--- config.mk ---
export PLATFORM = sky130hd
export DESIGN_NAME = uart_rx
export DESIGN_NICKNAME = d
export VERILOG_FILES = /design/src/rtl/uart_rx.sv
export SDC_FILE = /design/constraint.sdc
export NUM_CORES = 1
export LEC_CHECK = 0
export CORE_MARGIN = 1.5
export CORE_UTILIZATION = 48
export CTS_CLUSTER_SIZE = 28
export DETAILED_ROUTE_END_ITERATION = 8
export PLACE_DENSITY = 0.78
export SETUP_SLACK_MARGIN = 0.15
export SYNTH_ARGS = -nofsm -noshare
export SYNTH_HDL_FRONTEND = slang
export SYNTH_SLANG_ARGS = --single-unit
--- constraint.sdc ---
create_clock -name clk_i -period 3.1 [get_ports clk_i]
set_input_delay 0.62 -clock clk_i [delete_from_list [all_inputs] [get_ports clk_i]]
set_output_delay 0.62 -clock clk_i [all_outputs]
set_load 0.03 [all_outputs]
--- src/rtl/uart_rx.sv ---
// uart_rx: 8N1 serial receiver with a small receive FIFO behind the peripheral bus
module uart_rx #(
    parameter int CLKFREQ    = 50_000_000,
    parameter int BAUD_RATE  = 115200,
    parameter int FIFO_DEPTH = 4
) (
    input  logic        clk_i,
    input  logic        rst_i,
    input  logic        sel_i,
    input  logic        wen_i,
    input  logic [31:0] addr_i,
    input  logic [31:0] data_i,
    output logic [31:0] data_o,
    input  logic        uart_rx_i
);
    localparam logic [15:0] BAUD_DIV = 16'(CLKFREQ / BAUD_RATE);
    localparam logic [15:0] HALF_DIV = BAUD_DIV / 16'd2;
    localparam int AW = $clog2(FIFO_DEPTH);
    localparam logic [AW:0] FULL_CNT = (AW + 1)'(FIFO_DEPTH);

    typedef enum logic [1:0] {S_IDLE, S_START, S_DATA, S_STOP} state_t;

    state_t      r_state, w_next;
    logic        r_sync1, r_sync2, r_prev;
    logic [15:0] r_tcnt;
    logic [2:0]  r_bcnt;
    logic [7:0]  r_shr;
    logic [7:0]  r_mem [FIFO_DEPTH];
    logic [AW-1:0] r_wptr, r_rptr;
    logic [AW:0] r_cnt;
    logic        r_ovr, r_ferr;

    logic w_fall, w_half, w_baud, w_stop_smp, w_valid, w_full;
    logic w_rd, w_pop, w_good, w_push, w_ovr_set, w_ferr_set, w_wst, w_unused;

    assign w_fall     = r_prev & ~r_sync2;
    assign w_half     = r_tcnt == HALF_DIV - 16'd1;
    assign w_baud     = r_tcnt == BAUD_DIV - 16'd1;
    assign w_stop_smp = (r_state == S_STOP) & w_baud;
    assign w_valid    = r_cnt != '0;
    assign w_full     = r_cnt == FULL_CNT;
    assign w_rd       = sel_i & ~wen_i & (addr_i[3:0] == 4'h0);
    assign w_wst      = sel_i & wen_i & (addr_i[3:0] == 4'h4);
    assign w_pop      = w_rd & w_valid;
    assign w_good     = w_stop_smp & r_sync2;
    assign w_push     = w_good & (~w_full | w_pop);
    assign w_ovr_set  = w_good & w_full & ~w_pop;
    assign w_ferr_set = w_stop_smp & ~r_sync2;
    assign w_unused   = ^{addr_i[31:4], data_i[31:4], data_i[1:0]};

    // Synchronize the serial line and keep its previous value for edge detection
    always_ff @(posedge clk_i or posedge rst_i) begin
        if (rst_i) begin
            r_sync1 <= 1'b1;
            r_sync2 <= 1'b1;
            r_prev  <= 1'b1;
        end else begin
            r_sync1 <= uart_rx_i;
            r_sync2 <= r_sync1;
            r_prev  <= r_sync2;
        end
    end

    // Receive FSM state register
    always_ff @(posedge clk_i or posedge rst_i) begin
        if (rst_i) r_state <= S_IDLE;
        else       r_state <= w_next;
    end

    // Next state: start on a falling edge, reject glitches at mid start bit
    always_comb begin
        w_next = r_state;
        unique case (r_state)
            S_IDLE:  w_next = w_fall ? S_START : S_IDLE;
            S_START: w_next = w_half ? (r_sync2 ? S_IDLE : S_DATA) : S_START;
            S_DATA:  w_next = (w_baud && r_bcnt == 3'd7) ? S_STOP : S_DATA;
            S_STOP:  w_next = w_baud ? S_IDLE : S_STOP;
        endcase
    end

    // Baud/bit counters and LSB-first shift register
    always_ff @(posedge clk_i or posedge rst_i) begin
        if (rst_i) begin
            r_tcnt <= '0;
            r_bcnt <= '0;
            r_shr  <= '0;
        end else begin
            unique case (r_state)
                S_IDLE: begin
                    r_tcnt <= '0;
                    r_bcnt <= '0;
                end
                S_START: r_tcnt <= w_half ? 16'd0 : r_tcnt + 16'd1;
                S_DATA: begin
                    r_tcnt <= w_baud ? 16'd0 : r_tcnt + 16'd1;
                    if (w_baud) begin
                        r_bcnt <= r_bcnt + 3'd1;
                        r_shr  <= {r_sync2, r_shr[7:1]};
                    end
                end
                S_STOP: r_tcnt <= w_baud ? 16'd0 : r_tcnt + 16'd1;
            endcase
        end
    end

    // FIFO pointers, occupancy and sticky error flags (set beats clear)
    always_ff @(posedge clk_i or posedge rst_i) begin
        if (rst_i) begin
            r_wptr <= '0;
            r_rptr <= '0;
            r_cnt  <= '0;
            r_ovr  <= 1'b0;
            r_ferr <= 1'b0;
        end else begin
            if (w_push) r_wptr <= r_wptr + 1'b1;
            if (w_pop)  r_rptr <= r_rptr + 1'b1;
            r_cnt  <= r_cnt + (AW + 1)'(w_push) - (AW + 1)'(w_pop);
            r_ovr  <= w_ovr_set  ? 1'b1 : (w_wst & data_i[2]) ? 1'b0 : r_ovr;
            r_ferr <= w_ferr_set ? 1'b1 : (w_wst & data_i[3]) ? 1'b0 : r_ferr;
        end
    end

    // FIFO storage; contents are only visible while count is non-zero
    always_ff @(posedge clk_i) begin
        if (w_push) r_mem[r_wptr] <= r_shr;
    end

    // Combinational register read mux
    always_comb begin
        data_o = '0;
        if (sel_i && addr_i[3:0] == 4'h0) data_o = w_valid ? {24'b0, r_mem[r_rptr]} : 32'd0;
        if (sel_i && addr_i[3:0] == 4'h4) data_o = {28'b0, r_ferr, r_ovr, w_full, w_valid};
    end
endmodule

# Word level (Yosys, flattened, before mapping)
# Memory sizes are Yosys's and may differ from the RTL's.
# Cells that the tools add are included.
[op_classes] add_sub_neg=6 eq_ne=9 muxes=20 bitwise_logic=19 n_reduce_logical=12
[ops] op="$pmux 16 s3" n=1
[ops] op="$mux 16" n=2
[ops] op="$mux 32" n=1
[ops] op="$add 16x1->16 const B" n=1
[ops] op="$eq 16x8->1 const B" n=1
[ops] op="$eq 16x9->1 const B" n=1
[ops] op="$mux 8" n=2
[ops] op="$and 1x1->1" n=14
[ops] op="$mux 1" n=8
[ops] op="$pmux 2 s4" n=1
[ops] op="$eq 3x3->1 const B" n=2
[ops] op="$mux 2" n=3
[ops] op="$pmux 3 s2" n=1
[ops] op="$reduce_bool 2->1" n=3
[ops] op="$add 2x1->2 const B" n=2
[ops] op="$eq 2x2->1 const B" n=2
[ops] op="$eq 4x3->1 const B" n=1
[ops] op="$logic_not 4->1" n=1
[ops] op="$not 1->1" n=4
[ops] op="$reduce_and 2->1" n=2
[ops] op="$add 3x1->3" n=1
[ops] op="$add 3x1->3 const B" n=1
[ops] op="$logic_and 1x1->1" n=3
[ops] op="$mux 3" n=1
[ops] op="other kinds (7)" n=7
[word_totals] reg_bits=41 mem_bits_rw=32 in_bits=69 out_inout_bits=32 elab_cells=79 mem_count=1
[mem_list] memory="r_mem" words=4 width=8 read_ports=1 rd_ports_with_merged_regs=0 wr=1 line_no="28" source="logic [7:0] r_mem [FIFO_DEPTH];"

# Logic depth before layout (Yosys ltp)
# Gate-level depths: netlist of the first run.
[logic_depth] word_depth=8 ltp_mapped=11 depth_no_buf=10

# Worst setup path before layout of the first run
# OpenSTA, ideal clock, no wires.
[synth_timing] path_type="input to output" start="in addr_i[1]" end="out data_o[1]" t_arrival_ps=2302 t_required_ps=2480 slack_ps=178 cell_stages=3 path_buffers=0 cell_sequence="or4b_4 > or3_1 > o21ai_0"
[synth_via] elab_chain_len=4 elab_cells_between_ends=6 cone_classes="1 x eq/ne; 2 x mux; 3 x reduce/logical"
[synth_rtl] item="start, declared" line_no="11" source="input logic [31:0] addr_i,"
[synth_rtl] item="$logic_not 4->1" line_no="131" source="if (sel_i && addr_i[3:0] == 4'h0) data_o = w_valid ? {24'b0, r_mem[r_rptr]} : 32'd0;"
[synth_rtl] item="$logic_and 1x1->1" line_no="131"
[synth_rtl] item="$mux 8" line_no="131"
[synth_rtl] item="$mux 32 (*)" line_no="132" source="if (sel_i && addr_i[3:0] == 4'h4) data_o = {28'b0, r_ferr, r_ovr, w_full, w_valid};"
[synth_rtl] item="end, declared" line_no="13" source="output logic [31:0] data_o,"
# Every way passes the cells marked *; elsewhere a longest branch is shown, timed or not.

# Worst setup path in the final report of the first run
[layout_timing] start="in addr_i[1]" end="out data_o[4]"
# Same word-level chain as after synthesis.

==> flow_metrics.py, run 1 <==
metrics = {
    "synthesis": {
        "yosys-top-cells-area": "edfxtp_1 27%, dfrtp_1 27%, buf_4 5.1%, mux4_2 5.1%, xnor2_1 3.7%",
        "synth_common_cells": "38 x dfrtp_1, 32 x edfxtp_1, 24 x buf_4",
        "async_flop_share": 0.562,
        "ys_ff_latch": 73,
        "synthFlopType": "dfrtp_1",
        "synth_top_area_frac": 0.272,
        "yosys_warnings": 0,
        "synth_top_cell_by_area": "edfxtp_1",
        "netlist_instances": 267,
        "ys_types": 47,
        "ys_seq_area_frac": 0.563,
        "avgSynthCellArea_um2": 13.2,
        "yosysMostFrequentCell": "dfrtp_1",
        "synth_edf_count": 32,
        "syn_area_mm2": 0.00354,
    },
    "job": {
        "drv_cap": 0,
    },
    "floorplanning": {
        "die_width_um": 88.8,
        "ios": 101,
        "coreArea_mm2": 0.00718,
        "fp.dieH_um": 88.8,
        "start_util": 0.493,
        "row_count": 31,
        "die-area_mm2": 0.00789,
    },
    "critical_path": {
        "slowest_stage": "or4b_4",
        "cp_cell_sequence": "dlygate4sd2_1 > or4b_4 > or3_4 > buf_6 > nor2b_1 > buf_4",
        "worst-path-stages": 6,
        "critPathRequiredTime_ns": 2.48,
        "cp-end-kind": "output pin",
        "critPathLaunchType": "input port",
        "cpLargestDelayFamily": "simple AND/OR/NAND/NOR gates",
        "cp_num_buf_inv": 3,
        "critPathKind": "input port to output pin",
        "arrival_ns": 2.23,
        "path_max_fanout": 6,
        "critical-path-max-stage-delay_ns": 0.53,
        "r2r_cells": 10,
    },
    "clock_tree": {
        "cts_num_sinks": 73,
        "post_cts_buffers": 0,
        "cts_buffer_depth": 2,
        "cts-root-buf": "clkbuf_8",
        "htreeDepth": 3,
        "clkSlewWorstSetupHoldPaths_ns": 0.07,
        "insertion_delay_ns": 0.34,
        "hold_buffers": 0,
        "numCtsBuffers": 9,
        "cts_tree": "done",
    },
    "global_routing": {
        "grt_pass1_wl_mm": 9.38,
        "grtUsageTotal": 0.162,
        "grt_overflow": 0,
        "first_global_vias": 1927,
        "grt_max_degree": 42,
        "antenna_found_initial": 0,
    },
    "hold_path": {
        "holdPathStages": 0,
        "hold_class": "flop to flop",
    },
    "cells_and_area": {
        "final_nets": 377,
        "drive_gt1_frac": 0.225,
        "diodes": 0,
        "n_fill_cell": 564,
        "stdcell_count": 401,
        "syn_to_final_growth_pct": 14.3,
    },
    "drt": {
        "routed-via-count": 2047,
        "wl_mm": 5.75,
        "post-route-drc-count": 0,
        "drt-pass1-iter-count": 4,
        "viasPerCell": 5.10,
        "ant_nets": 0,
        "wl_per_cell_um": 14.3,
        "drt_iter0_drc": 148,
    },
    "place": {
        "port_buffers": 18,
        "place_inst": 385,
        "dpl.hpwl_mm": 3.88,
        "gp_congestion": 0.811,
    },
    "timing": {
        "rsz0062_at_grt": "false",
        "clock.fmax_mhz": 351,
        "max-slew-margin-rel": 0.603,
        "finalMaxSlewViolations": 0,
        "setup_viol": 0,
        "tightest_slew_ns": 0.596,
        "skew_ns": 0.00909,
        "min_period_over_period": 0.918,
        "whs_ns": 0.359,
        "hold_viol": 0,
        "layout_min_cycle_time_ns": 2.85,
    },
    "status": {
        "status": "finished clean",
    },
    "power": {
        "irDropWorstVdd_v": 0.000215,
        "p_leak_nw": 1.69,
        "cellPowerDensity_mw_per_mm2": 577,
    },
}
-- worst reg2reg max path: stages, from the launching register on --
cell and delay (ns):
dfrtp_1 0.40, inv_1 0.09, ha_1 0.15, and4bb_2 0.26
nand4_4 0.23, o21ai_0 0.38, nand2_1 0.10, ha_1 0.21
fa_1 0.38, xnor2_1 0.18, xnor2_1 0.14
-- cells in the final DEF (no fill, tap or decap), types with 8 or more instances in the layout --
master,synthesis,routed
ha_1,10,10
nand2_1,8,8
buf_4,24,14
clkbuf_8,0,9
dfrtp_1,38,38
nand3_1,10,10
conb_1,1,24
xnor2_1,15,15
inv_1,12,12
edfxtp_1,32,32
nor2_1,19,19
mux4_2,8,8
mux2_2,10,10
-- state kept, by name, indices dropped and copies added (netlist names) --
register	count
r_wptr	2
r_state	2
r_bcnt	3
r_ferr	1
r_sync2	1
r_rptr	2
r_cnt	3
r_ovr	1
r_sync1	1
r_mem	32
r_tcnt	16
r_prev	1
r_shr	8
-- kinds of logic (layout without fill, tap and decap cells) --
logic type / Yosys count / count (layout) / share of synthesized area
buffers and inverters: 45 / 57 / 0.0768
DFF: 73 / 73 / 0.563
AOI/OAI and AO/OA: 16 / 16 / 0.0361
muxes: 19 / 19 / 0.0860
adders and majority gates: 11 / 11 / 0.0410
xor gates and xnor gates: 18 / 18 / 0.0446
and+or+nand+nor: 84 / 84 / 0.151
other: 1 / 24 / 0.00106
-- layout make-up --
| class | count | area (µm²) | area share |
|---|---|---|---|
| well taps | 99 | 124 | 0.0307 |
| repair buffers | 29 | 292 | 0.0721 |
| multi-input cells | 172 | 1370 | 0.338 |
| clock buffers | 9 | 124 | 0.0307 |
| flip-flops and latches | 73 | 1990 | 0.493 |
| clock inverters | 7 | 101 | 0.0251 |
| inverters | 12 | 45.0 | 0.0111 |
-- stage by stage --
| stage | power (mW) | setup WS (ns) | utilization | area, µm² | TNS, ns |
|---|---|---|---|---|---|
| after floorplan | 1.47 | 0.178 | - | 3620 | 0 |
| after global placement | 1.51 | -0.00589 | 0.531 | 3810 | -0.00589 |
| after CTS | 2.35 | 0.205 | 0.563 | 4040 | 0 |
| after global routing | 2.45 | 0.194 | 0.563 | 4040 | 0 |
| after detailed placement | 1.53 | -0.0326 | 0.531 | 3810 | -0.0784 |
| final | 2.33 | 0.254 | 0.563 | 4040 | 0 |
-- power by group --
group	internal [mW]	switching (mW)	leakage, nW
logic	0.152	0.161	0.670
registers	1.07	0.120	0.911
clock network	0.460	0.365	0.106
total	1.68	0.647	1.69
-- timing repair --
item | CTS | global route
pin swaps | 1 | 1
resized for setup | 6 | 0
setup endpoints to repair | 7 | 1
-- final timing paths --
kind	start	end	slack (ns)
worst max-delay path	addr_i[1]	data_o[4]	0.25
worst min-delay path	r_sync1$_DFF_PP1_	r_sync2$_DFF_PP1_	0.36
worst max register to register	r_tcnt[1]$_DFF_PP0_	r_cnt[2]$_DFF_PP0_	0.51
worst min register to register	r_sync1$_DFF_PP1_	r_sync2$_DFF_PP1_	0.36
max in group asynchronous	rst_i	r_prev$_DFF_PP1_	2.02
min in group asynchronous	rst_i	r_rptr[0]$_DFFE_PP0N_	0.71
-- layer usage --
layer | global-route usage | wire, µm | vias up
met3 | 0.0308 | 235 | 7
met1 | 0.214 | 2670 | 1016
met2 | 0.261 | 2760 | 55
met4 | 0.0724 | 83 | 0
li1 | - | - | 969
met5 | 0 | 0 | -
Note: power is estimated with default switching activity, not from simulation.
==> run 2: changes to the inputs <==
Settings changed: CAP_MARGIN set to 5, REMOVE_ABC_BUFFERS set to 1, TNS_END_PERCENT set to 30.
==> run 2 against run 1 <==
  * Sequential power barely moved
  * Combinational power rose by 2%
  * Sequential cell count did not move
  * First-iteration DRC count rose by 0.68%
  * Critical endpoint is now data_o[5]
  * Largest cell class unchanged
  * Largest power group unchanged
  * Register-to-register slack barely moved
  * Maximum frequency rose by 0.34%
  * Non-clock buffer count rose by 3
  * Clock skew rose by 0.0023 ns
  * Wire length fell by 1.2%
  * Highest routed layer unchanged
==> flow_metrics.py, run 2 (synthesis results as in run 1) <==
metrics = {
    "status": {
        "status": "finished clean",
    },
    "power": {
        "p_leak_nw": 1.68,
        "irDropWorstVdd_v": 0.000261,
        "cellPowerDensity_mw_per_mm2": 549,
    },
    "timing": {
        "max-slew-margin-rel": 0.602,
        "whs_ns": 0.360,
        "layout_min_cycle_time_ns": 2.84,
        "hold_viol": 0,
        "setup_viol": 0,
        "min_period_over_period": 0.915,
        "clock.fmax_mhz": 352,
        "finalMaxSlewViolations": 0,
        "tightest_slew_ns": 0.597,
        "skew_ns": 0.0114,
        "rsz0062_at_grt": "false",
        "fin_setup_tns_ns": 0,
    },
    "clock_tree": {
        "insertion_delay_ns": 0.35,
        "cts_buffer_depth": 2,
        "numCtsBuffers": 9,
        "cts_tree": "done",
        "cts_num_sinks": 73,
        "htreeDepth": 3,
        "cts-root-buf": "clkbuf_8",
        "clkSlewWorstSetupHoldPaths_ns": 0.08,
    },
    "cells_and_area": {
        "reg_top3": "r_mem x32, r_tcnt x16, r_shr x8",
        "n_fill_cell": 571,
        "multi_input_area_mm2": 0.00137,
        "ff_latch_area_mm2": 0.00199,
        "syn_to_final_growth_pct": 13.8,
        "layout_common_cells": "38 x dfrtp_1, 32 x edfxtp_1, 24 x conb_1",
        "diodes": 0,
        "largest_register_ffs": 32,
        "drive_gt1_frac": 0.233,
        "final_nets": 380,
        "top_register": "r_mem",
        "final_common_cell": "dfrtp_1",
    },
    "global_routing": {
        "grt_max_degree": 42,
        "grt_overflow": 0,
        "first_global_vias": 1954,
        "grtUsageTotal": 0.160,
        "antenna_found_initial": 0,
        "grt_pass1_wl_mm": 9.42,
    },
    "critical_path": {
        "cp_num_buf_inv": 3,
        "path_max_fanout": 5,
        "cp-end-kind": "output pin",
        "ff2ff_setup_slack_ns": 0.50,
        "arrival_ns": 2.22,
        "slowest_stage": "or4b_4",
        "critPathKind": "input port to output pin",
        "cp_cell_sequence": "dlygate4sd2_1 > or4b_4 > or3_4 > buf_6 > nor2b_1 > buf_4",
        "critical-path-max-stage-delay_ns": 0.54,
        "critPathRequiredTime_ns": 2.48,
        "critPathLaunchType": "input port",
        "cpLargestDelayFamily": "simple AND/OR/NAND/NOR gates",
    },
    "hold_path": {
        "hold_class": "flop to flop",
    },
    "floorplanning": {
        "die_width_um": 88.8,
        "row_count": 31,
        "coreArea_mm2": 0.00718,
        "ios": 101,
        "start_util": 0.493,
        "die-area_mm2": 0.00789,
        "fp.dieH_um": 88.8,
    },
    "place": {
        "gp_congestion": 0.772,
        "dpl.hpwl_mm": 3.85,
        "port_buffers": 18,
    },
    "drt": {
        "drt-pass1-iter-count": 4,
        "routed-via-count": 2003,
        "post-route-drc-count": 0,
        "wl_per_cell_um": 14.1,
        "ant_nets": 0,
        "drt_iter0_drc": 149,
        "viasPerCell": 4.96,
        "wl_mm": 5.68,
    },
    "job": {
        "drv_cap": 0,
    },
}
==> run 2: cell count changes in the layout (fill, tap and decap cells not counted) <==
cell and change:
inv_6 +1, buf_4 +3, bufinv_16 -2, inv_8 +1
==> run 2: power breakdown <==
part / internal, mW / switching (mW)
registers: 1.07 / 0.119
clock network: 0.305 / 0.392
logic: 0.154 / 0.166
total: 1.53 / 0.676
==> run 2: repair_timing <==
action / 4_1_cts / 5_1_grt
gates resized for setup: 6 / 0
hold buffers: 0 / 0
setup buffers: 2 / 0
pin swaps: 2 / 1
endpoints found under the setup margin: 7 / 3
==> run 2: final timing paths <==
| path | from | to | cells after the start |
|---|---|---|---|
| worst max-delay path | addr_i[3] | data_o[5] | 6 |
| worst min-delay path | r_sync1$_DFF_PP1_ | r_sync2$_DFF_PP1_ | 0 |
| worst max register to register | r_tcnt[1]$_DFF_PP0_ | r_cnt[2]$_DFF_PP0_ | 10 |
| worst min register to register | r_sync1$_DFF_PP1_ | r_sync2$_DFF_PP1_ | 0 |
| max in group asynchronous | rst_i | r_tcnt[11]$_DFF_PP0_ | 3 |
| min in group asynchronous | rst_i | r_tcnt[1]$_DFF_PP0_ | 3 |
==> run 2: worst register-to-register path, cell delays in order, from the launching register on <==
cell and delay, ns:
dfrtp_1 0.40, inv_1 0.08, ha_1 0.16, and4bb_2 0.26, nand4_4 0.23, o21ai_0 0.37, nand2_1 0.10, ha_1 0.20
fa_1 0.39, xnor2_1 0.19, xnor2_1 0.14
==> run 2: metrics by stage <==
| stage | std cells | power, mW | area [µm²] | setup WS [ns] | utilization |
|---|---|---|---|---|---|
| after floorplan | 257 | 1.44 | 3400 | 0.178 | - |
| after global placement | 386 | 1.52 | 3820 | -0.0110 | 0.532 |
| after detailed placement | 386 | 1.53 | 3820 | -0.0410 | 0.532 |
| after CTS | 404 | 2.22 | 4020 | 0.208 | 0.561 |
| after global routing | 404 | 2.31 | 4020 | 0.185 | 0.561 |
| final | 404 | 2.21 | 4020 | 0.263 | 0.561 |
==> run 2: cell type report <==
class	count	share of cell area
sequential	73	0.495
inverter	12	0.0112
timing repair buffer	32	0.0780
tap	99	0.0308
multi-input combinational	172	0.339
clock buffer	9	0.0308
clock inverter	7	0.0152
==> run 2: per-layer routing <==
layer / vias up / wire, µm / track usage / share of wire
met2: 52 / 2550 / 0.247 / 0.45
met1: 971 / 2780 / 0.220 / 0.49
li1: 970 / - / - / -
met3: 10 / 239 / 0.0336 / 0.042
met5: - / 0 / 0 / 0
met4: 0 / 116 / 0.0724 / 0.020
